===== config.mk =====
export PLATFORM = sky130hd
export DESIGN_NAME = if_id_fetch_stage
export DESIGN_NICKNAME = d
export VERILOG_FILES = /design/src/rtl/if_id_fetch_stage.sv
export SDC_FILE = /design/constraint.sdc
export NUM_CORES = 1
export LEC_CHECK = 0
export BUFFER_PORTS_ARGS = -buffer_cell sky130_fd_sc_hd__buf_2
export CORE_ASPECT_RATIO = 1.25
export CORE_UTILIZATION = 58
export CTS_BUF_LIST = sky130_fd_sc_hd__clkbuf_4
export CTS_CLUSTER_DIAMETER = 80
export DETAILED_ROUTE_END_ITERATION = 6
export PLACE_DENSITY = 0.8
export SLEW_MARGIN = 20
export SYNTH_ARGS = -nofsm -noshare
export SYNTH_HDL_FRONTEND = slang
export SYNTH_SLANG_ARGS = --single-unit

===== constraint.sdc =====
create_clock -name clk_i -period 4.6 [get_ports clk_i]
set_input_delay 0 -clock clk_i [delete_from_list [all_inputs] [get_ports clk_i]]
set_output_delay 0 -clock clk_i [all_outputs]
set_load 0.02 [all_outputs]

===== src/rtl/if_id_fetch_stage.sv =====
// ----------------------------------------------------------------------------
// if_id_fetch_stage
// Instruction-fetch stage and IF/ID pipeline register. This block owns the PC,
// runs a req/ready handshake to the instruction cache, and hands the fetched
// instruction and its PC to decode. It handles load-use stalls, data-cache
// stalls and branch flush/redirect, including a redirect that arrives while a
// fetch is still outstanding.
//
// Ports:
//   clk_i, rst_i          clock, synchronous active-high reset
//   stall_i               load-use hold from the hazard unit
//   mem_stall_i           data-cache miss; freezes IF/ID and masks flush_i
//   flush_i               branch taken in ID; branch_target_i is the new PC
//   imem_req_o/addr_o     fetch request and address (addr == pc_q)
//   imem_ready_i/data_i   fetch completion; data valid in the ready cycle
//   id_instr_o/pc_o/valid_o  IF/ID register contents
//
// Optional feature (macro IF_PERF_CNT_EN):
//   flush_cnt_o           accepted flushes (flush_i & ~mem_stall_i)
//   fetch_wait_cnt_o      cycles with imem_req_o=1 and imem_ready_i=0
//
// state | meaning
// FETCH | request outstanding on pc_q, IF/ID updated on ready
// HOLD  | fetched word parked in skid buffer while decode is stalled
// DRAIN | redirect pending; waiting for the stale fetch to finish
// ----------------------------------------------------------------------------
module if_id_fetch_stage #(
    parameter logic [31:0] RESET_PC  = 32'h0000_0000,
    parameter logic [31:0] NOP_INSTR = 32'h0000_0013
) (
    input  logic        clk_i,
    input  logic        rst_i,
    input  logic        stall_i,
    input  logic        mem_stall_i,
    input  logic        flush_i,
    input  logic [31:0] branch_target_i,
    output logic        imem_req_o,
    output logic [31:0] imem_addr_o,
    input  logic        imem_ready_i,
    input  logic [31:0] imem_data_i,
    output logic [31:0] id_instr_o,
    output logic [31:0] id_pc_o,
    output logic        id_valid_o
`ifdef IF_PERF_CNT_EN
    ,
    output logic [31:0] flush_cnt_o,
    output logic [31:0] fetch_wait_cnt_o
`endif
);

    typedef enum logic [1:0] {
        FETCH = 2'd0,
        HOLD  = 2'd1,
        DRAIN = 2'd2
    } state_t;

    state_t      state_q, state_d;
    logic [31:0] pc_q, pc_d;
    logic [31:0] tgt_q, tgt_d;
    logic [31:0] skid_instr_q, skid_instr_d;
    logic [31:0] skid_pc_q, skid_pc_d;
    logic [31:0] id_instr_q, id_instr_d;
    logic [31:0] id_pc_q, id_pc_d;
    logic        id_valid_q, id_valid_d;

    logic adv;
    logic flush_eff;
    logic bubble;

    // A data-cache stall outranks flush; the pipeline keeps flush_i high
    // until it can be taken.
    assign adv       = ~stall_i & ~mem_stall_i;
    assign flush_eff = flush_i & ~mem_stall_i;

    assign imem_req_o  = (state_q != HOLD);
    assign imem_addr_o = pc_q;
    assign id_instr_o  = id_instr_q;
    assign id_pc_o     = id_pc_q;
    assign id_valid_o  = id_valid_q;

    always_comb begin
        state_d      = state_q;
        pc_d         = pc_q;
        tgt_d        = tgt_q;
        skid_instr_d = skid_instr_q;
        skid_pc_d    = skid_pc_q;
        id_instr_d   = id_instr_q;
        id_pc_d      = id_pc_q;
        id_valid_d   = id_valid_q;
        bubble       = 1'b0;

        case (state_q)
            FETCH: begin
                if (imem_ready_i) begin
                    if (flush_eff) begin
                        pc_d   = branch_target_i;
                        bubble = 1'b1;
                    end else if (adv) begin
                        id_instr_d = imem_data_i;
                        id_pc_d    = pc_q;
                        id_valid_d = 1'b1;
                        pc_d       = pc_q + 32'd4;
                    end else begin
                        skid_instr_d = imem_data_i;
                        skid_pc_d    = pc_q;
                        pc_d         = pc_q + 32'd4;
                        state_d      = HOLD;
                    end
                end else if (flush_eff) begin
                    tgt_d   = branch_target_i;
                    bubble  = 1'b1;
                    state_d = DRAIN;
                end else if (adv) begin
                    bubble = 1'b1;
                end
            end
            HOLD: begin
                // pc_q already points past the parked word, so a flush simply
                // replaces it.
                if (flush_eff) begin
                    pc_d    = branch_target_i;
                    bubble  = 1'b1;
                    state_d = FETCH;
                end else if (adv) begin
                    id_instr_d = skid_instr_q;
                    id_pc_d    = skid_pc_q;
                    id_valid_d = 1'b1;
                    state_d    = FETCH;
                end
            end
            DRAIN: begin
                // The request stays on the stale address until the cache
                // answers; a newer flush supersedes the pending target.
                if (flush_eff) begin
                    tgt_d = branch_target_i;
                end
                if (imem_ready_i) begin
                    pc_d    = flush_eff ? branch_target_i : tgt_q;
                    state_d = FETCH;
                end
                bubble = adv | flush_eff;
            end
            default: begin
                state_d = FETCH;
            end
        endcase

        if (bubble) begin
            id_instr_d = NOP_INSTR;
            id_pc_d    = 32'd0;
            id_valid_d = 1'b0;
        end
    end

    always_ff @(posedge clk_i) begin
        if (rst_i) begin
            state_q      <= FETCH;
            pc_q         <= RESET_PC;
            tgt_q        <= 32'd0;
            skid_instr_q <= 32'd0;
            skid_pc_q    <= 32'd0;
            id_instr_q   <= NOP_INSTR;
            id_pc_q      <= 32'd0;
            id_valid_q   <= 1'b0;
        end else begin
            state_q      <= state_d;
            pc_q         <= pc_d;
            tgt_q        <= tgt_d;
            skid_instr_q <= skid_instr_d;
            skid_pc_q    <= skid_pc_d;
            id_instr_q   <= id_instr_d;
            id_pc_q      <= id_pc_d;
            id_valid_q   <= id_valid_d;
        end
    end

`ifdef IF_PERF_CNT_EN
    always_ff @(posedge clk_i) begin
        if (rst_i) begin
            flush_cnt_o      <= 32'd0;
            fetch_wait_cnt_o <= 32'd0;
        end else begin
            if (flush_eff) begin
                flush_cnt_o <= flush_cnt_o + 32'd1;
            end
            if (imem_req_o && !imem_ready_i) begin
                fetch_wait_cnt_o <= fetch_wait_cnt_o + 32'd1;
            end
        end
    end
`endif

endmodule

==> results list, run 1 <==
* Outcome: finished, final reports clean
- Hold timing on the final database bottoms out at a slack of 0.06182 ns.
* Area added between synthesis and finish: 24.26%
- Unrepaired setup endpoints after global routing: false
- Of the post-synthesis cell area, the part taken by muxes is 7.991%.
- The clock net in this run drives a total of 195 sinks.
* Yosys cell types: 61
- Global routing usage summed across all routing layers: 34.26%
* Number of global-route vias before repair: 8635
* Total met2 wirelength after detailed routing: 13.60 mm
* Final-stage net count: 1425
* Fraction of post-synthesis cell area in the top cell type by area: 42.84%
* Via density: 5.956
- Antenna viol nets, final: 0
* Most used DFF post-synth: dfxtp_1
- Adder and majority cell fraction of the synthesized area: 0.6865%
* CP Cell Sequence: inv_1, ha_1, o21ai_0, a21oi_2, nand2_1, dlygate4sd3_1, a21oi_1, dlygate4sd3_1
- Cell area power density: 336.2 nW/um2
- After floorplanning, the core was divided into 50 placement rows.
* Clock Skews: 0.02309 ns
* Clock tree root buffer cell: clkbuf_4
- Area of the die: 16220 um2
- On the critical path, the stage with the largest delay is an instance of dlygate4sd3_1.
- Rel. slew slack: 23.17%
- Critical path startpoint category: register
- In the layout the commonest cells are nand2_1, dfxtp_1, buf_2.
- Total I/O pin count: 168
- By area, the combinational part of the netlist is dominated by compound AO/OA/AOI/OAI gates.
- The wire-length estimate of the detail-placed layout is 16.35 mm.
- At the later pin of the worst-skew pair, clock insertion delay measures 0.60 ns.
- Aggregate negative setup slack: 0 ns
- Post-synth EDFFs: 0
- The detailed router finished its first iteration with 1059 violations.
* Top post-synthesis cells by area: dfxtp_1, nand2_1, a21oi_1
- Summing the areas of all compound-gate instances in the mapped netlist gives 21.74% of the synthesized area.
* Element type at the critical path end: register
- The final critical path takes up 70.11% of the cycle.
* Minimum setup slack in the final design: 1.375 ns
- TritonCTS built the clock tree.
* Chip height: 142.1 um
- Maximum root-to-sink buffer count: 2
- The synthesized design contains 195 register bits.
* Number of nets produced by synthesis: 1223
* Largest net degree at the start of global routing: 130
* Routed WL: 27.68 mm
- Met3 routed WL: 2.064 mm
- In the final routing, the length of wire on met1 measures 11.10 mm.
* Number of antenna violations at the first check in global routing: 1
- Max-capacitance violation count: 0
* RePlAce Congestion: 0.9227
- The clock tree synthesis step divided the H-tree into 4 levels.
- On the worst path, the slowest cell contributes a delay of 0.60 ns.
- Vias after detailed routing: 9363
- In this run the worst path has a maximum fanout of 16.
* DR DRC count: 0
- After Yosys synthesis, and, or, nand and nor cells account for 20.84% of the synthesized area.
- Timing analysis after detailed placement gives a worst setup slack of 1.736 ns.
- Measured on the finished design, the core utilization comes to 74.79%.
- Maximum VDD drop: 0.1897 mV
- Power comes to 3.807 mW.
* Area of the placeable core: 15140 um2
* Combined area of the multi-input logic cells: 4787 um2
- Data arrives at the worst endpoint at 3.76 ns.
* Startpoint of the lowest-slack hold path: mem_stall_i
* Combined area of all synthesized cells: 9112 um2
- Initial core utilization: 60.19%
- The tightest min-delay check is of the in -> reg type.
- Port Buffer Count: 167
- Final setup violation count: 0
- Reported leakage power: 4.188 nW
- Seq/Total Area, Yosys: 42.84%
- For this run, the detailed router's first-pass iteration total came to 6.
- Crit path required time: 5.14 ns
- Minimum clock period after layout: 3.225 ns
* Source of the critical timing path: state_q[1]
- Post_cts resized: 0
* Hold violation count in the final report: 0
- A synthesized cell averages 7.938 um2.
- Fraction of final layout cells with drive strength greater than 1: 17.61%
- Reg area: 3904 um2
- Average wire per cell in the routed design: 17.61 um
- The largest total area in the synthesized netlist belongs to dfxtp_1.
* Crit-path most repeated cell: dlygate4sd3_1
- Clock-pin slew was measured on the worst setup and hold paths at 0.17 ns.
- Xor/xnor share of the synthesized area: 0.5767%
* Cells after synthesis: 1148
* Count of pins over their slew limit: 0
* Highest routing layer actually used: met4
- For the pin with the worst max-slew slack, the measured transition is 1.152 ns.
* Highest attainable clock frequency: 0.3101 GHz
- Fill cells in the final layout number 1170.
* Share of synthesized registers carrying an async set or reset: 0%
- In this run the horizontal extent of the chip is 114.1 um.
- The critical path is of the reg -> reg type.
- Count of warnings emitted by yosys: 0
- In this run the critical register-to-register path is launched from state_q[1].
* Number of clock buffers inserted by TritonCTS: 17
* Most common library cell in the layout ignoring fill and taps: nand2_1
- The first global-routing pass estimated 43.90 mm of wire.
* Total global routing overflow: 0
final timing paths:
check	endpoint	slack (ns)	cells after the start
worst min register to register	skid_pc_q[4]	0.46	2
worst max register to register	tgt_q[9]	1.37	8
worst min-delay path	state_q[1]	0.06	5
worst max-delay path	tgt_q[9]	1.37	8
area by class of cell:
cell class,count,area share (%)
flip-flops and latches,195,34.47
well taps,208,2.298
clock buffers,17,1.127
multi-input cells,836,42.28
repair buffers,289,17.99
clock inverters,15,1.448
inverters,11,0.3646
diodes,1,0.02210
metal layers:
metal | vias up | GRT usage [%]
li1 | 4461 | -
met3 | 80 | 6.090
met5 | - | 0
met2 | 476 | 56.08
met1 | 4346 | 43.92
met4 | 0 | 15.72
power by group:
group	switching (mW)	total, mW	internal [mW]
Clock	0.648	0.940	0.293
Combinational	0.571	0.930	0.359
Sequential	0.141	1.94	1.80
Total	1.36	3.81	2.45
what timing repair did:
item                                   in CTS  in global routing
buffers inserted                            0                  0
hold buffers                              108                  0
endpoints found under the hold margin     150                  0
logic make-up after synthesis:
group | count (synthesis)
compound gates | 313
mux | 72
xor+xnor | 6
simple gates | 440
flops | 195
buf+inv | 117
fa+ha+maj | 5
worst max-delay path: cells and delay by family (launching register included):
kind	cells	cell delay [ns]
compound gates	3	0.92
simple gates	1	0.13
flops	1	0.39
buf+inv	3	1.33
fa+ha+maj	1	0.38
registers in the layout (all words and copies together) (netlist names):
register / cells
skid_pc_q: 32
id_valid_o: 1
state_q: 2
skid_instr_q: 32
tgt_q: 32
id_pc_o: 32
id_instr_o: 32
imem_addr_o: 32
cell usage after synthesis (3+ instances only):
library cell	count
a221oi_1	3
and3_1	3
nand3_1	22
and4_1	3
nand4_1	9
a21oi_1	135
nor2b_1	3
or4_1	3
xor2_1	4
or2_2	4
clkbuf_1	61
ha_1	5
nor3_2	3
nor2_1	88
inv_1	11
o211ai_1	3
nor4_1	5
buf_1	8
nand2_1	255
mux2i_1	66
mux2_2	6
o21ai_0	29
nand2b_1	8
o221ai_1	3
a32o_1	3
nor3_1	21
or3_1	4
buf_2	35
and3b_1	4
o31ai_1	19
o2bb2ai_1	4
a211oi_1	73
dfxtp_1	195
a31oi_1	9
a22oi_1	7
stage by stage:
| stage | instance area (um2) | cells |
|---|---|---|
| floorplan | 9112 | 1148 |
| global placement | 9947 | 1431 |
| CTS | 11320 | 1571 |
| finish | 11320 | 1572 |
| detailed placement | 9947 | 1431 |
| global route | 11320 | 1572 |
Note: power is estimated with default switching activity, not from simulation.
==> inputs of run 2 (changes only) <==
==> constraint.sdc (replaced) <==
create_clock -name clk_i -period 3.2 [get_ports clk_i]
set_input_delay 0 -clock clk_i [delete_from_list [all_inputs] [get_ports clk_i]]
set_output_delay 0 -clock clk_i [all_outputs]
set_load 0.02 [all_outputs]
==> run 2 against run 1 <==
Effect of this change: non-clock buffer count fell by 25; critical endpoint is now id_instr_o[17]; clock power is 50% higher; largest power group unchanged; largest cell class unchanged; highest routed layer unchanged; sequential share of layout area up 0.79 points.
==> results list, run 2 (synthesis results as in run 1) <==
- The run finished with clean final reports.
- The period utilization was 84.40% (+14 points).
* Later-pin clock latency in the skew report: 0.59 ns (about the same)
* Maximum level of the CTS H-tree: 4 (unchanged)
- Commonest non-fill, non-tap cells in the layout: nand2_1, dfxtp_1, buf_2
- DP HPWL: 16.28 mm (-0.41%)
- The register-to-register setup slack came to 0.50 ns (-0.88 ns).
- Sequential fraction of design power: 50.2% (-0.7 points)
- Area of the placeable core: 15140 um2 (unchanged)
- The first-pass iteration count of the detailed router was 6 (unchanged).
- The critical path data required time is 3.69 ns (-1.45 ns).
- The final count of pins violating max slew came to 0 (unchanged).
- Net switching fraction of the power: 33.39% (-2.3 points)
* Setup fix buffers added after clock tree synthesis: 0 (unchanged)
- The internal portion of total power is 3.664 mW (+50%).
* Hold slack final: 0.08145 ns (+0.01963 ns)
- The root buffer cell chosen for the clock tree is clkbuf_4.
- The number of nets in the final layout came to 1400 (-1.8%).
* Cell area power density: 496.8 nW/um2 (+48%)
* Clock share of power: 25.6% (+0.9 points)
- Clock Skews: 0.01635 ns (-0.006742 ns)
- Hold violation count in the final report: 0 (unchanged)
* Critical path start-end classification: reg -> reg
- The switching power is 1.836 mW (+35%).
- The number of cells traversed by the worst register-to-register path came to 7 (-1).
- The global-route wire length before repair is 40.94 mm (-6.7%).
- Initial core utilization: 60.19% (unchanged)
- The actual transition at the worst max-transition pin was 0.8592 ns (-0.2932 ns).
* Minimum clock period after layout: 2.701 ns (-0.5243 ns)
* Total global routing overflow: 0 (unchanged)
- The total number of vias came to 9117 (-2.6%).
* Slowest library cell on the worst path: a2111oi_4
- Most common library cell in the layout ignoring fill and taps: nand2_1
- Chip height: 142.1 um (unchanged)
* Global routing usage summed across all routing layers: 31.62% (-2.6 points)
- Arrival time reported for the critical path endpoint: 3.19 ns (-0.57 ns)
- The clock slew seen by the registers of the worst setup and hold paths came to 0.15 ns (-0.02 ns).
* R2R Path End: id_instr_o[17]
* Routed WL: 25.48 mm (-7.9%)
- The cell depth of the worst min-delay path came to 5 (unchanged).
- CP Buf/Inv Count: 2 (-1)
- The final cell count without fillers was 1546 (-1.7%).
- The leakage power is 4.097 nW (-2.2%).
* Number of antenna violations at the first check in global routing: 1 (unchanged)
- Max-capacitance violation count: 0 (unchanged)
* Via density: 5.897 (-0.99%)
- Highest attainable clock frequency: 0.3703 GHz (+19%)
- Combinational share of power: 24.2% (-0.2 points)
- Cell type group with the largest total delay on the critical path: compound AO/OA/AOI/OAI gates
- The worst vdd rail ir drop is 0.3380 mV (+78%).
* Final setup violation count: 0 (unchanged)
- The number of routed nets with antenna violations came to 0 (unchanged).
* Rel. slew slack: 42.72% (+20 points)
- The number of instances in the placed design is 1446 (+1.0%).
- In this run the most critical hold path is launched from flush_i.
- STA classifies the critical path endpoint as a register.
* Area added between synthesis and finish: 21.49%
- The total die area was 16220 um2 (unchanged).
- Die width: 114.1 um (unchanged)
- The setup TNS was 0 ns (unchanged).
- The number of global-route vias before repair came to 8474 (-1.9%).
- TritonCTS clock tree: done
- The signal on the critical path passes through inv_1, ha_1, nand2b_1, a2111oi_4, buf_4, nor2_1, a211oi_1.
- The maximum number of pins on one net before global-route repair is 73 (-44%).
- Average wire per cell in the routed design: 16.48 um (-6.4%)
- The number of primary I/O pins came to 168 (unchanged).
* DR DRC count: 0 (unchanged)
* Worst-path fanout max: 24 (+8)
* Worst Hold Class: in -> reg
- The number of buffers inserted during clock tree synthesis is 17 (unchanged).
- The largest stage delay on the critical path is 0.63 ns (+0.03 ns).
* Critical path startpoint category: register
- R2r startpoint: state_q[0]
- Number of rows created at floorplan: 50 (unchanged)
- Port Buffer Count: 167 (unchanged)
* Maximum root-to-sink buffer count: 2 (unchanged)
- The TritonCTS sink count came to 195 (unchanged).
* Unrepaired setup endpoints after global routing: false
- RePlAce Congestion: 0.9145 (-0.89%)
* Iter 0 DRT Violations: 1058 (-0.094%)
- For hold timing, the worst endpoint is id_instr_o[31].
- The fraction of final layout cells with drive strength greater than 1 was 18.85% (+1.2 points).
## run 2: cell types whose count changed in the layout (fill, tap and decap cells not counted), moves of 2 or more
cell	change
dlygate4sd3_1	-40
buf_4	+13
clkbuf_4	+3
buf_12	+2
bufinv_16	+2
clkinv_4	-2
clkinvlp_4	-2
inv_8	-2
## run 2: metal layers
metal	vias up	GRT usage [%]	routed length (um)
li1	4401	-	-
met1	4189	39.81	10370
met2	446	51.64	12180
met3	81	5.707	2037
met4	0	16.40	890
met5	-	0	0
## run 2: final cells by class
class                   count  area, um2
flip-flops and latches    195       3904
clock buffers              20      150.1
well taps                 208      260.3
fillers                  1213       4069
clock inverters            11      152.6
repair buffers            264       1774
multi-input cells         836       4786
diodes                      1      2.502
inverters                  11      41.29
## run 2: tightest hold or removal path, stage by stage
cell and delay, ns:
buf_2 0.23, a2111oi_4 0.12, buf_4 0.16, nor2_1 0.08
a211oi_1 0.05
## run 2: metrics by stage
stage	total power [mW]	utilization (%)	area [um2]	setup WS, ns
6_report	5.500	73.12	11070	0.4991
5_1_grt	5.745	73.12	11070	0.2886
4_1_cts	5.500	73.11	11070	0.5851
3_5_place_dp	4.052	66.61	10080	0.7036
3_3_place_gp	4.026	66.61	10080	0.7972
2_1_floorplan	3.634	-	9112	1.051
## run 2: power groups by stage
stage	Sequential, mW	Combinational [mW]	Clock (mW)
floorplan	2.84	0.794	0
global placement	2.80	1.22	0
detailed placement	2.81	1.24	0
CTS	2.75	1.31	1.43
global route	2.78	1.44	1.52
finish	2.76	1.33	1.41
## run 2: how the worst max path moves through the flow
| stage | from | to | slack, ns | cells past startpoint |
|---|---|---|---|---|
| detailed placement | state_q[0] | imem_addr_o[17] | 0.70 | 7 |
| global placement | state_q[0] | imem_addr_o[17] | 0.80 | 7 |
| floorplan | imem_addr_o[2] | imem_addr_o[30] | 1.05 | 6 |
| global route | state_q[0] | id_instr_o[17] | 0.29 | 7 |
| CTS | state_q[0] | tgt_q[27] | 0.59 | 9 |
| finish | state_q[0] | id_instr_o[17] | 0.50 | 7 |
## run 2: timing repair
action,in CTS,in global routing
hold endpoints to repair,170,0
resized for setup,0,0
hold buffers,68,0
